--- config.mk ---
export PLATFORM = sky130hd
export DESIGN_NAME = pc_gen
export DESIGN_NICKNAME = d
export VERILOG_FILES = /design/src/rtl/mmm_pkg.sv /design/src/rtl/pc_gen.sv
export SDC_FILE = /design/constraint.sdc
export NUM_CORES = 1
export LEC_CHECK = 0
export CORE_MARGIN = 8
export CORE_UTILIZATION = 44
export CTS_CLUSTER_SIZE = 12
export DETAILED_ROUTE_END_ITERATION = 12
export PLACE_DENSITY = 0.77
export REMOVE_ABC_BUFFERS = 1
export SLEW_MARGIN = 25
export SYNTH_ARGS = -nofsm -noshare
export SYNTH_HDL_FRONTEND = slang
export SYNTH_SLANG_ARGS = --single-unit
--- constraint.sdc ---
create_clock -name clk_i -period 2.4 [get_ports clk_i]
set_input_delay 0.6 -clock clk_i [delete_from_list [all_inputs] [get_ports clk_i]]
set_output_delay 0.6 -clock clk_i [all_outputs]
set_load 0.05 [all_outputs]
--- src/rtl/mmm_pkg.sv ---
// Shared fetch-side types: BPU prediction record, execute-stage branch
// resolution, PC width/step and the PC generator state encoding.
package mmm_pkg;

    localparam int XLEN = 32;
    localparam logic [XLEN-1:0] OFFSET = XLEN'(4);
    localparam logic [XLEN-1:0] WORD_MASK = ~XLEN'(3);

    typedef struct packed {
        logic [XLEN-1:0] pc;
        logic            taken;
        logic [XLEN-1:0] target;
    } prediction_t;

    typedef struct packed {
        logic            valid;
        logic            mispredict;
        logic            taken;
        logic [XLEN-1:0] pc;
        logic [XLEN-1:0] target;
    } resolution_t;

    typedef enum logic [1:0] {
        ST_BOOT  = 2'd0,
        ST_RUN   = 2'd1,
        ST_HOLD  = 2'd2,
        ST_FLUSH = 2'd3
    } pc_gen_state_t;

    // Fetch addresses are always word aligned; low two bits are dropped.
    function automatic logic [XLEN-1:0] align_pc(input logic [XLEN-1:0] addr);
        return addr & WORD_MASK;
    endfunction

endpackage

--- src/rtl/pc_gen.sv ---
// Fetch PC generator: issues instruction-memory requests, follows BPU
// predictions, redirects on resolved mispredictions and registers the
// accepted fetch record toward decode.
//
// state    | meaning
// ---------+-----------------------------------------------------------
// ST_BOOT  | first cycle after reset, no request issued
// ST_RUN   | request issued, previous request was accepted
// ST_HOLD  | request issued, re-presenting a PC that was not accepted
// ST_FLUSH | one-cycle flush pulse after a redirect, no request issued
module pc_gen
    import mmm_pkg::*;
#(
    parameter logic [XLEN-1:0] BOOT_PC = 32'h0000_0000,
    parameter int              CNT_W   = 16
) (
    input  logic               clk_i,
    input  logic               rst_n_i,
    input  prediction_t        pred_i,
    input  resolution_t        res_i,
    input  logic               stall_i,
    input  logic               imem_ready_i,
    output logic [XLEN-1:0]    pc_o,
    output logic               imem_valid_o,
    output logic               flush_o,
    output logic               fetch_valid_o,
    output prediction_t        fetch_pred_o,
    output logic [CNT_W-1:0]   mispred_cnt_o
);

    pc_gen_state_t    state_q, state_d;
    logic [XLEN-1:0]  pc_q, pc_d;
    logic             fetch_valid_q, fetch_valid_d;
    prediction_t      fetch_pred_q, fetch_pred_d;
    logic [CNT_W-1:0] cnt_q;

    logic             mispredict;
    logic             fetching;
    logic             handshake;
    logic [XLEN-1:0]  redirect_pc;
    logic [XLEN-1:0]  seq_pc;

    assign mispredict  = res_i.valid & res_i.mispredict;
    assign fetching    = (state_q == ST_RUN) || (state_q == ST_HOLD);
    assign handshake   = fetching & imem_ready_i & ~stall_i;
    assign redirect_pc = align_pc(res_i.taken ? res_i.target : res_i.pc + OFFSET);
    assign seq_pc      = align_pc(pred_i.taken ? pred_i.target : pc_q + OFFSET);

    // Next-state and datapath update; a mispredict overrides any handshake.
    always_comb begin
        state_d       = state_q;
        pc_d          = pc_q;
        fetch_valid_d = fetch_valid_q;
        fetch_pred_d  = fetch_pred_q;
        if (mispredict) begin
            state_d       = ST_FLUSH;
            pc_d          = redirect_pc;
            fetch_valid_d = 1'b0;
        end else begin
            case (state_q)
                ST_BOOT, ST_FLUSH: state_d = ST_RUN;
                ST_RUN, ST_HOLD: begin
                    if (handshake) begin
                        state_d       = ST_RUN;
                        pc_d          = seq_pc;
                        fetch_pred_d  = pred_i;
                        fetch_valid_d = 1'b1;
                    end else begin
                        state_d = ST_HOLD;
                        // With stall low decode consumed the record, so it retires.
                        if (!stall_i) begin
                            fetch_valid_d = 1'b0;
                        end
                    end
                end
                default: state_d = ST_BOOT;
            endcase
        end
    end

    // State, PC and fetch record registers.
    always_ff @(posedge clk_i or negedge rst_n_i) begin
        if (!rst_n_i) begin
            state_q       <= ST_BOOT;
            pc_q          <= align_pc(BOOT_PC);
            fetch_valid_q <= 1'b0;
            fetch_pred_q  <= '0;
        end else begin
            state_q       <= state_d;
            pc_q          <= pc_d;
            fetch_valid_q <= fetch_valid_d;
            fetch_pred_q  <= fetch_pred_d;
        end
    end

    // Saturating count of mispredict cycles.
    always_ff @(posedge clk_i or negedge rst_n_i) begin
        if (!rst_n_i) begin
            cnt_q <= '0;
        end else if (mispredict && (cnt_q != '1)) begin
            cnt_q <= cnt_q + CNT_W'(1);
        end
    end

    assign pc_o          = pc_q;
    assign imem_valid_o  = fetching;
    assign flush_o       = (state_q == ST_FLUSH);
    assign fetch_valid_o = fetch_valid_q;
    assign fetch_pred_o  = fetch_pred_q;
    assign mispred_cnt_o = cnt_q;

endmodule

==> run metrics, run 1 <==
outcome finished clean; Via Count 7010; Post-synth EDFFs 0; WHS 0.1321 ns; Yosys top cell by area dfrtp_1; Max IR drop VDD 1.061 mV; Worst setup endpoint pc_o[28]; mux contribution to synthesized area 0.8132%; initial core utilization 45.27%; dpl ws -0.5168 ns; synthesis-to-finish area growth 62.50%; Slew Viols, Final 0; Synth area leaders dfrtp_1 (45%), nand2_1 (14%), xnor2_1 (3.6%), o21ai_0 (3.6%), nand3_1 (2.4%); register bit count reported by yosys 114; worst r2r path cells 6; critical path startpoint category input pin; Req. time, crit path 2.69 ns; met3 routed WL 2521 um; worst setup path class in -> reg; Top Ports 252; PortBufs 245; vias per cell 5.590; CTS Buf Count 17; drt pass-1 iters 6; crit path DAT 2.68 ns; Final Util 73.57%; Synth Area per Inst 8.423 um^2; Synth Warn # 0; post-route worst setup slack 0.01095 ns; Post-Synth XOR/XNOR Area 5.692%; Root Buffer clkbuf_16; Commonest cells post-synth nand2_1 (234), dfrtp_1 (114), o21ai_0 (45); top sig layer met4; global route total overflow 0; Least-Margin Pin Slew 0.7522 ns; largest net degree at the start of global routing 44; R2R Path End pc_o[28]; CP endpoint kind flip-flop; Fmax achieved 418.6 MHz; Final Hold Violating Endpoints 0; Slew Limit Headroom 49.67%; CTS tree built; # clock sinks 114; H-tree depth 4; Clock Pin Slew Worst Setup and Hold Paths 0.06 ns; Final ANT Viol Nets 0; Met2 Routed Length 11160 um; ratio of cells with drive above 1 in the final layout 14.15%; drt total wl 24330 um; Most used DFF post-synth dfrtp_1; vias in the first global route 6955; CP startpoint res_i[46]; synthesized area 6309 um^2; Row Count 43; Nets 1201; ANT cells 0; final setup vio count 0; initial antenna violation count 0; Clock Tree Buf Depth 2; Detailed Route Iter0 Violations 691; full die area 18430 um^2; routed length on met1 9878 um; Leakage 4.467 nW; fraction of registers with async set/reset 100.0%; min-delay worst type in -> async; compound-cell area share of the yosys netlist 15.53%; Finished Layout Cells 1254; drt drc 0; Cells after Synth 749; global-route wire length before repair 37360 um; Distinct cells, synth 61; Power per Cell Area 1227 nW/um^2; placed cells 1221; main combinational cell family by area after synthesis simple AND/OR/NAND/NOR gates; largest fanout on the critical path 12; fin crit period 2.389 ns; clk_skew 0.008446 ns; FF-to-FF setup slack 0.09 ns; Post-Synth Adder-Cell Area 0.7933%; setup TNS 0 ns; hpwl dp 18330 um; latest clock arrival within the worst-skew pair 0.42 ns; RD Place Congestion 0.9041; FF-to-FF Start pc_o[3]; Die Span X 135.7 um; gr usage total 25.91%; Tcrit/Tclk final 99.54%; register area share after synthesis 45.22%; simple-gate share of the synthesized area 28.26%; total of max-cap violations 0; core area 13930 um^2; unrepaired setup endpoints after global routing yes; share of the synthesized area in the top cell type 45.22%; most numerous cell in the Yosys netlist nand2_1; WL/cell 19.40 um; die height 135.7 um
-- worst min path at each step --
stage | startpoint | to | cells after the start | slack (ns)
3_3_place_gp | fetch_pred_o[64] | fetch_pred_o[64] | 2 | 0.46
2_1_floorplan | rst_n_i | fetch_pred_o[0] | 0 | 0.30
6_report | rst_n_i | fetch_pred_o[31] | 1 | 0.13
5_1_grt | rst_n_i | fetch_pred_o[30] | 1 | 0.15
4_1_cts | rst_n_i | fetch_pred_o[27] | 1 | 0.13
3_5_place_dp | fetch_pred_o[6] | fetch_pred_o[6] | 2 | 0.46
-- critical path, cell delays in order --
cell,delay [ns]
clkdlybuf4s50_1,0.51
nand3_2,0.16
or4_4,0.66
o21ai_1,0.20
a21oi_2,0.07
or4b_1,0.49
-- cells in the final DEF (no fill, tap or decap), types with 15 or more instances in the layout --
cell / instances
nand2_1: 233
clkdlybuf4s50_1: 233
clkbuf_16: 17
o21ai_0: 44
nor4_1: 20
nand3_1: 30
dfrtp_1: 114
nor2_1: 26
buf_4: 90
a21oi_1: 17
nor3_1: 19
xnor2_1: 26
xor2_1: 15
-- report_power, final --
group,internal [mW],switching [mW],leakage [nW]
logic,2.22,4.29,2.73
registers,2.69,0.634,1.43
clock network,1.78,0.974,0.304
-- stage by stage --
step	instance area, um^2	total power [mW]
6_report	10250	12.58
5_1_grt	10250	13.15
4_1_cts	10200	12.66
3_5_place_dp	9555	9.873
3_3_place_gp	9555	9.773
2_1_floorplan	6121	7.165
-- layout make-up --
| class | instances | area (um^2) |
|---|---|---|
| Fill cell | 1049 | 3684 |
| Multi-Input combinational cell | 583 | 3301 |
| Timing Repair Buffer | 335 | 3196 |
| Sequential cell | 114 | 2853 |
| Clock buffer | 18 | 439.2 |
| Tap cell | 180 | 225.2 |
| Clock inverter | 14 | 200.2 |
| Inverter | 10 | 37.54 |
-- sequential cells by signal, summed over array words and instances, names as in the netlist --
signal and flops:
fetch_pred_o 65, pc_o 30, state_q 2, mispred_cnt_o 16, fetch_valid_o 1
-- routing by layer --
layer	vias up	global-route usage [%]
met2	371	40.95
met3	70	8.791
met1	3287	31.62
met5	-	0
li1	3282	-
met4	0	10.86
-- timing repair --
action | in CTS | in global routing
hold buffers | 0 | 0
gates resized for setup | 5 | 11
endpoints found under the hold margin | 0 | 0
setup endpoints to repair | 6 | 11
cloned | 0 | 1
pin swaps | 0 | 2
buffers inserted | 0 | 0
-- cells by family after synthesis --
group,count (synthesis)
AND/OR/NAND/NOR,386
AO/OA/AOI/OAI,144
flip-flops,114
buffers and inverters,54
XOR/XNOR,41
multiplexers,5
adder cells (fa/ha/maj),4
other,1
Power figures use the tool's default switching activity.
==> run 2, diff against run 1 <==
--- a/config.mk
+++ b/config.mk
@@ -5,7 +5,8 @@
 export SDC_FILE = /design/constraint.sdc
 export NUM_CORES = 1
 export LEC_CHECK = 0
-export CORE_MARGIN = 8
+export CAP_MARGIN = 0
+export CORE_MARGIN = 10
 export CORE_UTILIZATION = 44
 export CTS_CLUSTER_SIZE = 12
 export DETAILED_ROUTE_END_ITERATION = 12
==> run 2 against run 1 <==
  * Via count up 0.60%
  * Register-to-register slack improved by 0.06 ns
  * Count of clock-buffer cells in the layout unchanged
  * Core utilization fell by 0.84 points
  * Combinational power shrank 0.8%
  * Sequential power hardly changed
  * Critical path type is now reg -> out
==> run metrics, run 2 (same netlist as run 1, synthesis figures left out) <==
outcome finished clean; Psw 5.854 mW; H-tree depth 4; met3 Use GR 8.847%; largest fanout on the critical path 7; R2R Path End pc_o[26]; drt total wl 24500 um; Least-Margin Pin Slew 0.6956 ns; Critical-path top delay cell clkdlybuf4s50_1; drt drc 0; worst r2r path cells 6; global-route wire length before repair 38030 um; cell internal pwr 6.540 mW; CTS Buf Count 17; Pwr Total 12.39 mW; synthesis-to-finish area growth 61.27%; Top Ports 252; Final ANT Viol Nets 0; Max stage delay on crit path 0.87 ns; initial antenna violation count 1; CP endpoint kind output port; unrepaired setup endpoints after global routing yes; FF-to-FF setup slack 0.15 ns; Comb power frac 52.1%; worst path bufs/invs 1; GR Util met1 30.36%; Slew Limit Headroom 53.45%; gr usage total 24.16%; final setup vio count 0; clk_skew 0.009305 ns; setup TNS 0 ns; Largest delay share family, worst path buffers and inverters; Row Count 43; Via Count 7052; Slew Viols, Final 0; Clock Tree Buf Depth 2; crit path DAT 1.76 ns; number of flip-flops in the largest register 65; Leakage 4.423 nW; largest net degree at the start of global routing 48; WL/cell 19.53 um; Tcrit/Tclk final 98.17%; initial core utilization 45.10%; Power per Cell Area 1218 nW/um^2; Die Span X 139.7 um; Root Buffer clkbuf_16; clock share of power 21.3%; total of max-cap violations 0; min-delay worst type in -> async; core area 13990 um^2; full die area 19530 um^2; Nets 1201; drt pass-1 iters 6; worst setup path class reg -> out; Fill cells 1095; global route total overflow 0; hold buffers post-CTS 0; ratio of cells with drive above 1 in the final layout 14.25%; latest clock arrival within the worst-skew pair 0.42 ns; grt peak-use layer met2; # clock sinks 114; Max IR drop VDD 0.9144 mV; Clock Pin Slew Worst Setup and Hold Paths 0.06 ns; vias per cell 5.624; critical path startpoint category flip-flop; Req. time, crit path 1.80 ns; hpwl dp 18450 um; PortBufs 245; met2 Use GR 37.74%; fin crit period 2.356 ns; FF-to-FF Start pc_o[3]; Flop pwr share 26.6%; commonest non-fill, non-tap cells in the layout clkdlybuf4s50_1 (234), nand2_1 (233), dfrtp_1 (114); Detailed Route Iter0 Violations 771; RD Place Congestion 0.9423; Switching Share 47.23%; CTS tree built; commonest non-fill, non-tap cell in the layout clkdlybuf4s50_1; ANT cells 0; worst-path cell chain clkdlybuf4s50_1; Final Hold Violating Endpoints 0; vias in the first global route 6852; Fmax achieved 424.4 MHz; die height 139.7 um
## run 2: area by class of cell
class	instances	area [um^2]	area share, %
clock buffers	18	439.2	4.317
clock inverters	14	180.2	1.771
inverters	10	37.54	0.3690
multi-input cells	583	3289	32.33
flip-flops and latches	114	2853	28.04
well taps	180	225.2	2.214
repair buffers	335	3149	30.96
## run 2: how the worst max path moves through the flow
stage	slack, ns	start	depth (start not counted)	to
final	0.04	pc_o[4]	1	pc_o[4]
after global routing	-0.02	pc_o[3]	7	pc_o[28]
after CTS	0.01	pc_o[25]	1	pc_o[25]
after detailed placement	-0.45	res_i[34]	8	pc_o[26]
after global placement	-0.41	res_i[34]	8	pc_o[26]
after floorplan	-1.66	state_q[0]	5	pc_o[30]
## run 2: power groups by stage
stage	combinational [mW]	sequential, mW	clock, mW
floorplan	1.29	5.87	0
global placement	6.43	3.29	0
detailed placement	6.48	3.32	0
CTS	6.50	3.30	2.67
global route	6.84	3.42	2.77
finish	6.46	3.30	2.64
## run 2: metal layers
metal	wire length, um	up-vias
li1	-	3298
met1	10050	3343
met2	11330	362
met3	2637	47
met4	459	2
met5	13	-
## run 2: worst register-to-register path: stages (launching register included)
cell and delay [ns]:
dfrtp_1 0.41, ha_1 0.24, nand2_1 0.18, or4_1 0.71
o31a_1 0.33, nor3_1 0.14, o211ai_1 0.11
## run 2: timing repair
item	in CTS	in global routing
setup endpoints to repair	3	10
setup buffers	0	0
gates resized for setup	2	11
pin swaps	0	1
cloned	0	1
## run 2: metrics by stage
stage	instances	area (um^2)	utilization (%)	hold slack (ns)	setup WS, ns
after floorplan	706	6121	-	0.3044	-1.664
after global routing	1254	10170	72.73	0.1610	-0.01992
final	1254	10170	72.73	0.1369	0.04386
after CTS	1253	10130	72.41	0.1444	0.01226
after global placement	1221	9508	67.97	0.4556	-0.4134
after detailed placement	1221	9508	67.97	0.4607	-0.4538
